$ cat src/rtl/spi_pkg.sv
// Shared definitions for the SPI master/slave blocks: FSM encoding,
// synchroniser depth and default geometry.
package spi_pkg;

  localparam int SYNC_STAGES    = 2;
  localparam int DEF_DATA_WIDTH = 8;
  localparam int DEF_FIFO_DEPTH = 16;
  localparam int DEF_ADDR_WIDTH = 4;

  typedef enum logic {
    ST_IDLE  = 1'b0,
    ST_SHIFT = 1'b1
  } state_e;

endpackage

$ cat src/rtl/sync_fifo.sv
// Single-clock FIFO with registered read data and an occupancy counter.
// A push while full and a pop while empty are both ignored.
module sync_fifo #(
  parameter int DATA_WIDTH = 8,
  parameter int FIFO_DEPTH = 16,
  parameter int ADDR_WIDTH = 4
) (
  input  logic                  clk,
  input  logic                  rst_n,
  input  logic                  wr_en,
  input  logic [DATA_WIDTH-1:0] wr_data,
  input  logic                  rd_en,
  output logic [DATA_WIDTH-1:0] rd_data,
  output logic                  empty,
  output logic                  full,
  output logic [ADDR_WIDTH:0]   count
);

  localparam logic [ADDR_WIDTH:0] FULL_CNT = (ADDR_WIDTH + 1)'(FIFO_DEPTH);

  logic [DATA_WIDTH-1:0] mem_r [FIFO_DEPTH];
  logic [ADDR_WIDTH-1:0] wr_ptr_r;
  logic [ADDR_WIDTH-1:0] rd_ptr_r;
  logic [ADDR_WIDTH:0]   count_r;
  logic [DATA_WIDTH-1:0] rd_data_r;
  logic                  do_push_s;
  logic                  do_pop_s;

  assign empty     = (count_r == (ADDR_WIDTH + 1)'(0));
  assign full      = (count_r == FULL_CNT);
  assign do_push_s = wr_en & ~full;
  assign do_pop_s  = rd_en & ~empty;
  assign count     = count_r;
  assign rd_data   = rd_data_r;

  // Storage array write port
  always_ff @(posedge clk) begin
    if (do_push_s) begin
      mem_r[wr_ptr_r] <= wr_data;
    end
  end

  // Pointers, occupancy and registered read data
  always_ff @(posedge clk or negedge rst_n) begin
    if (!rst_n) begin
      wr_ptr_r  <= ADDR_WIDTH'(0);
      rd_ptr_r  <= ADDR_WIDTH'(0);
      count_r   <= (ADDR_WIDTH + 1)'(0);
      rd_data_r <= DATA_WIDTH'(0);
    end else begin
      if (do_push_s) begin
        wr_ptr_r <= wr_ptr_r + ADDR_WIDTH'(1);
      end
      if (do_pop_s) begin
        rd_data_r <= mem_r[rd_ptr_r];
        rd_ptr_r  <= rd_ptr_r + ADDR_WIDTH'(1);
      end
      case ({do_push_s, do_pop_s})
        2'b10:   count_r <= count_r + (ADDR_WIDTH + 1)'(1);
        2'b01:   count_r <= count_r - (ADDR_WIDTH + 1)'(1);
        default: count_r <= count_r;
      endcase
    end
  end

endmodule

$ cat src/rtl/spi_slave_rx.sv
// SPI mode-0 slave receiver: oversamples the SPI pins on clk, deserialises
// MSB-first words and queues them in an RX FIFO drained by local logic.
module spi_slave_rx
  import spi_pkg::*;
#(
  parameter int DATA_WIDTH = DEF_DATA_WIDTH,
  parameter int FIFO_DEPTH = DEF_FIFO_DEPTH,
  parameter int ADDR_WIDTH = DEF_ADDR_WIDTH
) (
  input  logic                  clk,
  input  logic                  rst_n,
  input  logic                  sclk,
  input  logic                  mosi,
  input  logic                  cs_n,
  output logic                  busy,
  input  logic                  fifo_rd_en,
  output logic [DATA_WIDTH-1:0] fifo_rd_data,
  output logic                  fifo_empty,
  output logic                  fifo_full,
  output logic [ADDR_WIDTH:0]   fifo_count,
  output logic                  overflow,
  input  logic                  ovf_clr,
  output logic                  frame_err
);

  localparam int              CNT_W    = $clog2(DATA_WIDTH);
  localparam logic [CNT_W-1:0] LAST_BIT = CNT_W'(DATA_WIDTH - 1);

  logic [SYNC_STAGES:0]   sclk_sync_r;
  logic [SYNC_STAGES:0]   mosi_sync_r;
  logic [SYNC_STAGES-1:0] cs_sync_r;
  logic [SYNC_STAGES-1:0] fill_r;
  logic                   cs_prev_r;
  logic                   cs_armed_r;
  logic                   sclk_rise_s;
  logic                   mosi_s;
  logic                   cs_n_s;
  logic                   cs_fall_s;
  logic                   cs_rise_s;

  state_e                 state_r;
  state_e                 state_nxt;
  logic                   busy_r;
  logic                   frame_err_r;
  logic                   frame_err_nxt;
  logic                   start_s;
  logic                   abort_s;
  logic                   shift_en_s;
  logic                   word_done_s;
  logic [CNT_W-1:0]       bit_cnt_r;
  logic [DATA_WIDTH-1:0]  shift_r;
  logic                   push_r;
  logic [DATA_WIDTH-1:0]  push_data_r;
  logic                   overflow_r;

  assign sclk_rise_s = sclk_sync_r[SYNC_STAGES-1] & ~sclk_sync_r[SYNC_STAGES];
  assign mosi_s      = mosi_sync_r[SYNC_STAGES];
  assign cs_n_s      = cs_sync_r[SYNC_STAGES-1];
  // A frame may only open once cs_n has been seen high after reset.
  assign cs_fall_s   = cs_prev_r & ~cs_n_s & cs_armed_r;
  assign cs_rise_s   = ~cs_prev_r & cs_n_s;

  // Input synchronisers, sclk edge history and cs_n arming
  always_ff @(posedge clk or negedge rst_n) begin
    if (!rst_n) begin
      sclk_sync_r <= '0;
      mosi_sync_r <= '0;
      cs_sync_r   <= '1;
      fill_r      <= '0;
      cs_prev_r   <= 1'b1;
      cs_armed_r  <= 1'b0;
    end else begin
      sclk_sync_r <= {sclk_sync_r[SYNC_STAGES-1:0], sclk};
      mosi_sync_r <= {mosi_sync_r[SYNC_STAGES-1:0], mosi};
      cs_sync_r   <= {cs_sync_r[SYNC_STAGES-2:0], cs_n};
      fill_r      <= {fill_r[SYNC_STAGES-2:0], 1'b1};
      cs_prev_r   <= cs_n_s;
      cs_armed_r  <= cs_armed_r | (fill_r[SYNC_STAGES-1] & cs_n_s);
    end
  end

  // Frame FSM next-state and control decode
  always_comb begin
    state_nxt     = state_r;
    frame_err_nxt = 1'b0;
    start_s       = 1'b0;
    abort_s       = 1'b0;
    shift_en_s    = 1'b0;
    word_done_s   = 1'b0;
    case (state_r)
      ST_IDLE: begin
        if (cs_fall_s) begin
          state_nxt = ST_SHIFT;
          start_s   = 1'b1;
        end else begin
          state_nxt = ST_IDLE;
        end
      end
      ST_SHIFT: begin
        if (cs_rise_s) begin
          state_nxt     = ST_IDLE;
          abort_s       = 1'b1;
          frame_err_nxt = (bit_cnt_r != CNT_W'(0));
        end else if (sclk_rise_s) begin
          shift_en_s  = 1'b1;
          word_done_s = (bit_cnt_r == LAST_BIT);
        end else begin
          state_nxt = ST_SHIFT;
        end
      end
      default: state_nxt = ST_IDLE;
    endcase
  end

  // FSM state and registered status outputs
  always_ff @(posedge clk or negedge rst_n) begin
    if (!rst_n) begin
      state_r     <= ST_IDLE;
      busy_r      <= 1'b0;
      frame_err_r <= 1'b0;
    end else begin
      state_r     <= state_nxt;
      busy_r      <= (state_nxt == ST_SHIFT);
      frame_err_r <= frame_err_nxt;
    end
  end

  // Deserialiser; a completed word is handed to the FIFO one clk later
  always_ff @(posedge clk or negedge rst_n) begin
    if (!rst_n) begin
      bit_cnt_r   <= CNT_W'(0);
      shift_r     <= DATA_WIDTH'(0);
      push_r      <= 1'b0;
      push_data_r <= DATA_WIDTH'(0);
    end else begin
      push_r <= word_done_s;
      if (start_s || abort_s) begin
        bit_cnt_r <= CNT_W'(0);
        shift_r   <= DATA_WIDTH'(0);
      end else if (shift_en_s) begin
        shift_r   <= {shift_r[DATA_WIDTH-2:0], mosi_s};
        bit_cnt_r <= word_done_s ? CNT_W'(0) : bit_cnt_r + CNT_W'(1);
      end else begin
        bit_cnt_r <= bit_cnt_r;
      end
      if (word_done_s) begin
        push_data_r <= {shift_r[DATA_WIDTH-2:0], mosi_s};
      end
    end
  end

  // Sticky overflow; a drop in the same cycle as a clear keeps it set
  always_ff @(posedge clk or negedge rst_n) begin
    if (!rst_n) begin
      overflow_r <= 1'b0;
    end else if (push_r && fifo_full) begin
      overflow_r <= 1'b1;
    end else if (ovf_clr) begin
      overflow_r <= 1'b0;
    end else begin
      overflow_r <= overflow_r;
    end
  end

  sync_fifo #(
    .DATA_WIDTH (DATA_WIDTH),
    .FIFO_DEPTH (FIFO_DEPTH),
    .ADDR_WIDTH (ADDR_WIDTH)
  ) u_rx_fifo (
    .clk     (clk),
    .rst_n   (rst_n),
    .wr_en   (push_r),
    .wr_data (push_data_r),
    .rd_en   (fifo_rd_en),
    .rd_data (fifo_rd_data),
    .empty   (fifo_empty),
    .full    (fifo_full),
    .count   (fifo_count)
  );

  assign busy      = busy_r;
  assign frame_err = frame_err_r;
  assign overflow  = overflow_r;

endmodule

$ cat config.mk
export PLATFORM = sky130hd
export DESIGN_NAME = spi_slave_rx
export DESIGN_NICKNAME = d
export VERILOG_FILES = /design/src/rtl/spi_pkg.sv /design/src/rtl/sync_fifo.sv /design/src/rtl/spi_slave_rx.sv
export SDC_FILE = /design/constraint.sdc
export NUM_CORES = 1
export LEC_CHECK = 0
export ABC_CLOCK_PERIOD_IN_PS = 4050
export CAP_MARGIN = 40
export CORE_MARGIN = 5
export CORE_UTILIZATION = 35
export DETAILED_ROUTE_END_ITERATION = 8
export GPL_TIMING_DRIVEN = 0
export SYNTH_ARGS = -nofsm -noshare
export SYNTH_HDL_FRONTEND = slang
export SYNTH_SLANG_ARGS = --single-unit
$ cat constraint.sdc
create_clock -name clk -period 4.05 [get_ports clk]
set_clock_uncertainty 0.1 [all_clocks]
set_input_delay 0.405 -clock clk [delete_from_list [all_inputs] [get_ports clk]]
set_output_delay 0.405 -clock clk [all_outputs]
set_load 0.01 [all_outputs]
======== Word level (Yosys, flattened, before mapping) ========
Memory sizes are Yosys's and may differ from the RTL's. A register that Yosys moved wholly into a read port is not among the register bits.
Cells that the tools add are included.
cells by class
  add/subtract/negate cells ............... 5
  equality and inequality tests ........... 4
  multiplexer cells ....................... 24
  bitwise operators ....................... 14
  reduce and logical (&&, ||, !) cells .... 8
operators by type and width
  cell                                                  count
  2-to-1 mux 1 bit                                      17
  2-to-1 mux 7 bit                                      2
  one-hot mux 5 bit (2 select lines)                    1
  2-to-1 mux 3 bit                                      3
  adder 4 x 1 -> 4 bit (second input constant)          2
  AND 1 bit                                             7
  NOT 1 bit                                             6
  nonzero test 2 bit                                    3
  adder 5 x 1 -> 5 bit (second input constant)          1
  equality test 5 bit (second input constant)           1
  zero test 5 bit                                       1
  subtractor 5 x 1 -> 5 bit (second input constant)     1
  adder 3 x 1 -> 3 bit (second input constant)          1
  equality test 3 bit (second input constant)           1
  nonzero test 3 bit                                    1
  equality test 2 x 1 -> 1 bit (second input constant)  1
  equality test 2 bit (second input constant)           1
  one-hot mux 1 bit (2 select lines)                    1
  logical AND 1 bit                                     1
  zero test 1 bit                                       1
  logical OR 1 bit                                      1
  bitwise OR 1 bit                                      1
word-level totals
  flip-flop bits (word level) ............. 47
  RAM bits ................................ 128
  input bits .............................. 7
  output and inout port bits .............. 18
  logic and storage cells ................. 72
  memories kept ........................... 1
memory list
  name             depth  bits a word  rd ports  clocked after Yosys merged registers in  write ports  RTL line         text
  u_rx_fifo.mem_r  16     8            1         1                                        1            sync_fifo.sv:21  logic [DATA_WIDTH-1:0] mem_r [FIFO_DEPTH];

======== Logic depth before layout (Yosys ltp) ========
  depth after elaboration ................. 8
  gate-level depth with buffers ........... 13
  mapped depth without buffers ............ 12

======== Cells and area by module ========
From an unflattened synthesis, not the netlist that was laid out.
second synthesis, totals
  cells, all modules ...................... 417
  area, all modules ....................... 7269.5 um^2
modules (own cells, without submodules)
  module        instances  cells each  area an instance (um^2)  seq. area each (um^2)
  sync_fifo     1          316         5934.4                   4369.2
  spi_slave_rx  1          101         1335.0                   854.6

======== Worst setup path before layout ========
Ideal clock, no wire load.
  path type ............................... reg-to-reg
  start ................................... reg u_rx_fifo.count_r[1] (netlist: u_rx_fifo.count[1])
  end ..................................... reg u_rx_fifo.count_r[4] (netlist: u_rx_fifo.count[4])
  library setup time ...................... 0.128 ns
  arrival ................................. 2.852 ns
  required time ........................... 3.822 ns
  slack ................................... 0.970 ns
  cell stages (with the launch flop) ...... 11
  path buffers ............................ 0
  period minus slack after synthesis ...... 3.080 ns
  path through ............................ dfrtp_1 > or4_1 > o21ai_2 > inv_2 > ha_1 > ha_1 > nor2b_1 > o21ai_0 > a21oi_1 > or3b_2 > xnor2_1
between the ends
  longest elaborated chain between the ends .. 5
  elaborated cells between the ends (all ways) .. 12
  classes of those cells .................. add/sub (2); eq/ne (3); mux (1); bitwise (4); reduce/logical (2)
ends and longest elaborated chain
  element                                                                          RTL line         text
  from (decl)                                                                      sync_fifo.sv:24  logic [ADDR_WIDTH:0] count_r;
  from (signal assigned)                                                           sync_fifo.sv:48  count_r <= (ADDR_WIDTH + 1)'(0);
  from (signal assigned)                                                           sync_fifo.sv:59  2'b10: count_r <= count_r + (ADDR_WIDTH + 1)'(1);
  from (signal assigned)                                                           sync_fifo.sv:60  2'b01: count_r <= count_r - (ADDR_WIDTH + 1)'(1);
  zero test 5 bit (*)                                                              sync_fifo.sv:29  assign empty = (count_r == (ADDR_WIDTH + 1)'(0));
  NOT 1 bit (*)                                                                    sync_fifo.sv:32  assign do_pop_s = rd_en & ~empty;
  AND 1 bit (*)                                                                    sync_fifo.sv:32
  named net u_rx_fifo.do_pop_s                                                     sync_fifo.sv:27  logic do_pop_s;
  equality test 2 x 1 -> 1 bit / equality test 2 bit (equally long branches)       sync_fifo.sv:58  case ({do_push_s, do_pop_s})
  one-hot mux 5 bit (2 select lines) / nonzero test 2 bit (equally long branches)  n/a
The timed path passes the listed nets; every way through them passes the cells marked *.
A chain may end at the register's enable or synchronous reset.

======== Worst setup path in the final report ========
Ends and elaborated chain as after synthesis.

==> results.txt <==
total power: 0.00488 W
VDD IR max: 0.314 mV
RSZ-0062 raised after global routing: no
initial antenna violation count: 0
Critical-path top delay cell: or4_1
WP data required: 4260 ps
Pre-antenna DRT Iters: 4
Static Leak: 2.95 nW
critical path fanouts, max: 9
Mapped Area: 7160 sq um
Core ar.: 20200 sq um
clk slew on worst S/H paths: 60 ps
Hold WS: 248 ps
max layer used: met4
family with the most delay on the worst path: simple AND/OR/NAND/NOR gates
DRT met1 WL: 6010 um
PwrDens: 577 nW/um^2
worst-margin pin slew: 904 ps
CTS tree: built
WP data arrival: 3820 ps
most common cell after layout, fill and taps aside: edfxtp_1
Die Height: 153 um
Post-Syn Nets: 424
Synth Warn #: 0
die area: 23400 sq um
Resized cells post-CTS: 0
Yosys reg bits: 183
number of H-tree levels: 4
max-cap viol count: 0
Die Wd: 153 um
asr flop ratio synth: 30.1%
commonest cells after routing, fill and taps aside: edfxtp_1, dfrtp_1, nand2_1
Routed Antenna Nets: 0
mean post-synth cell area: 17.7 sq um
critical-path cell list: or4_1 -> o21ai_2 -> inv_2 -> ha_1 -> ha_1 -> nor2b_1 -> o21ai_0 -> a21oi_1 -> or3b_2 -> xnor2_1
slack of the critical path: 444 ps
gr usage total: 11.9%
largest net degree at the start of global routing: 32
CP endpoint kind: flip-flop
synth unique cells: 38
f_max: 277 MHz
dpl ws: 473 ps
I/O pin total: 25
crit start category: flip-flop
first-pass GRT wire length: 21100 um
clk_lat worst skew: 430 ps
Rows: 52
relative slew slack: 39.5%
layout cell share with drive strength beyond 1: 20.8%
setup TNS: 0 ps
Cells after Synth: 404
gpl congestion: 0.718
ANT cells: 0
Final Hold Vio Count: 0
fin crit period: 3610 ps
Slew Limit Fails: 0
Post-synth EDFFs: 128
DR iter-0 viols: 194
final setup fails: 0
clk buf depth: 2
vias per cell: 4.86
# hold bufs at CTS: 1
Worst Hold Class: reg -> reg
status: completed
Area Overhead vs Synth: 18.1%
utilization after layout: 41.9%
met2 WL: 6420 um
register area share after synthesis: 73.0%
vias in the first global route: 3715
fin crit share: 89.0%
Setup CP Type: reg -> reg
Initial Util: 35.5%
routed wl met3: 574 um
via count: 3577
total gr overflow: 0
cell mode on critical path: ha_1
Residual DRC: 0
drt wl/cell: 18.0 um
root buffer cell: clkbuf_16
HPWL after DPL: 8820 um
CTS Buf Count: 17
# Post-CTS Setup Buffers: 0
CP bufs+invs: 1
IO buf count: 24
Final nets: 473
Sink Count: 183
crit-path max cell delay: 580 ps
ys flop type: edfxtp_1
final WL: 13200 um
-- sequential cells by signal, summed over array words and instances (netlist names), 2 cells and up --
register / count
push_data_r: 8
u_rx_fifo.rd_data: 8
u_rx_fifo.wr_ptr_r: 4
u_rx_fifo.count: 5
u_rx_fifo.mem_r: 128
shift_r: 7
bit_cnt_r: 3
cs_sync_r: 2
mosi_sync_r: 3
u_rx_fifo.rd_ptr_r: 4
fill_r: 2
sclk_sync_r: 3
-- path summary, 6_finish.rpt --
kind | startpoint | to | slack (ps) | cells after the start
worst min-delay path | mosi_sync_r[1] | mosi_sync_r[2] | 250 | 0
worst max register to register | u_rx_fifo.count[1] | u_rx_fifo.count[4] | 440 | 10
min in group asynchronous | rst_n | shift_r[5] | 460 | 2
worst min register to register | mosi_sync_r[1] | mosi_sync_r[2] | 250 | 0
worst max-delay path | u_rx_fifo.count[1] | u_rx_fifo.count[4] | 440 | 10
max in group asynchronous | rst_n | u_rx_fifo.rd_data[0] | 2810 | 3
-- synthesized netlist by cell type, types with 2 or more instances --
cell / count / area (sq um)
dfrtp_1: 52 / 1300
ha_1: 12 / 150
o21ai_0: 13 / 65.1
buf_2: 7 / 35.0
mux2i_1: 14 / 140
clkbuf_1: 5 / 18.8
dfstp_2: 3 / 78.8
mux2_2: 8 / 90.1
xor2_1: 2 / 17.5
nand4_1: 2 / 12.5
a21oi_1: 5 / 25.0
nand3_1: 2 / 10.0
nand2_1: 36 / 135
a21o_1: 2 / 15.0
buf_4: 3 / 22.5
o221ai_1: 7 / 61.3
a22o_1: 2 / 17.5
nor2_1: 22 / 82.6
nor2b_1: 2 / 12.5
nor3_1: 5 / 25.0
inv_1: 14 / 52.6
xnor2_1: 8 / 70.1
mux4_2: 33 / 743
nand2b_1: 4 / 25.0
edfxtp_1: 128 / 3840
-- worst reg2reg max path: cells and delay by family (launching register included) --
family          cells  cell delay [ps]
xor+xnor            1              140
compound gates      3              810
buf+inv             1              180
simple gates        3             1190
fa+ha+maj           2              630
flops               1              440
-- final cells by class --
class | instances | area, sq um
multi-input cells | 189 | 1790
clock buffers | 27 | 601
repair buffers | 30 | 295
fillers | 1783 | 11700
well taps | 270 | 338
plain buffers | 17 | 91.3
clock inverters | 5 | 62.6
flip-flops and latches | 183 | 5220
inverters | 15 | 56.3
-- where the power goes --
group	switching [W]	internal [W]
clock network	0.000681	0.00109
registers	0.0000850	0.00208
logic	0.000489	0.000452
-- routing by layer --
metal | vias up | track usage (%)
li1 | 1622 | -
met1 | 1864 | 16.1
met2 | 74 | 18.7
met3 | 17 | 3.17
met4 | 0 | 4.37
met5 | - | 0
-- kinds of logic (layout without fill, tap and decap cells) --
family | after synthesis | in the layout | synth area share, %
flops | 183 | 183 | 73.0
simple gates | 78 | 78 | 4.72
mux | 55 | 55 | 13.6
compound gates | 32 | 32 | 3.01
buf+inv | 32 | 94 | 2.06
fa+ha+maj | 13 | 13 | 2.38
xor+xnor | 10 | 10 | 1.22
other cells | 1 | 1 | 0.0524
-- stage by stage --
step / cells / area, sq um
floorplan: 404 / 7160
global placement: 698 / 7740
detailed placement: 703 / 7780
CTS: 736 / 8460
global route: 736 / 8460
finish: 736 / 8460
Power figures use the tool's default switching activity.
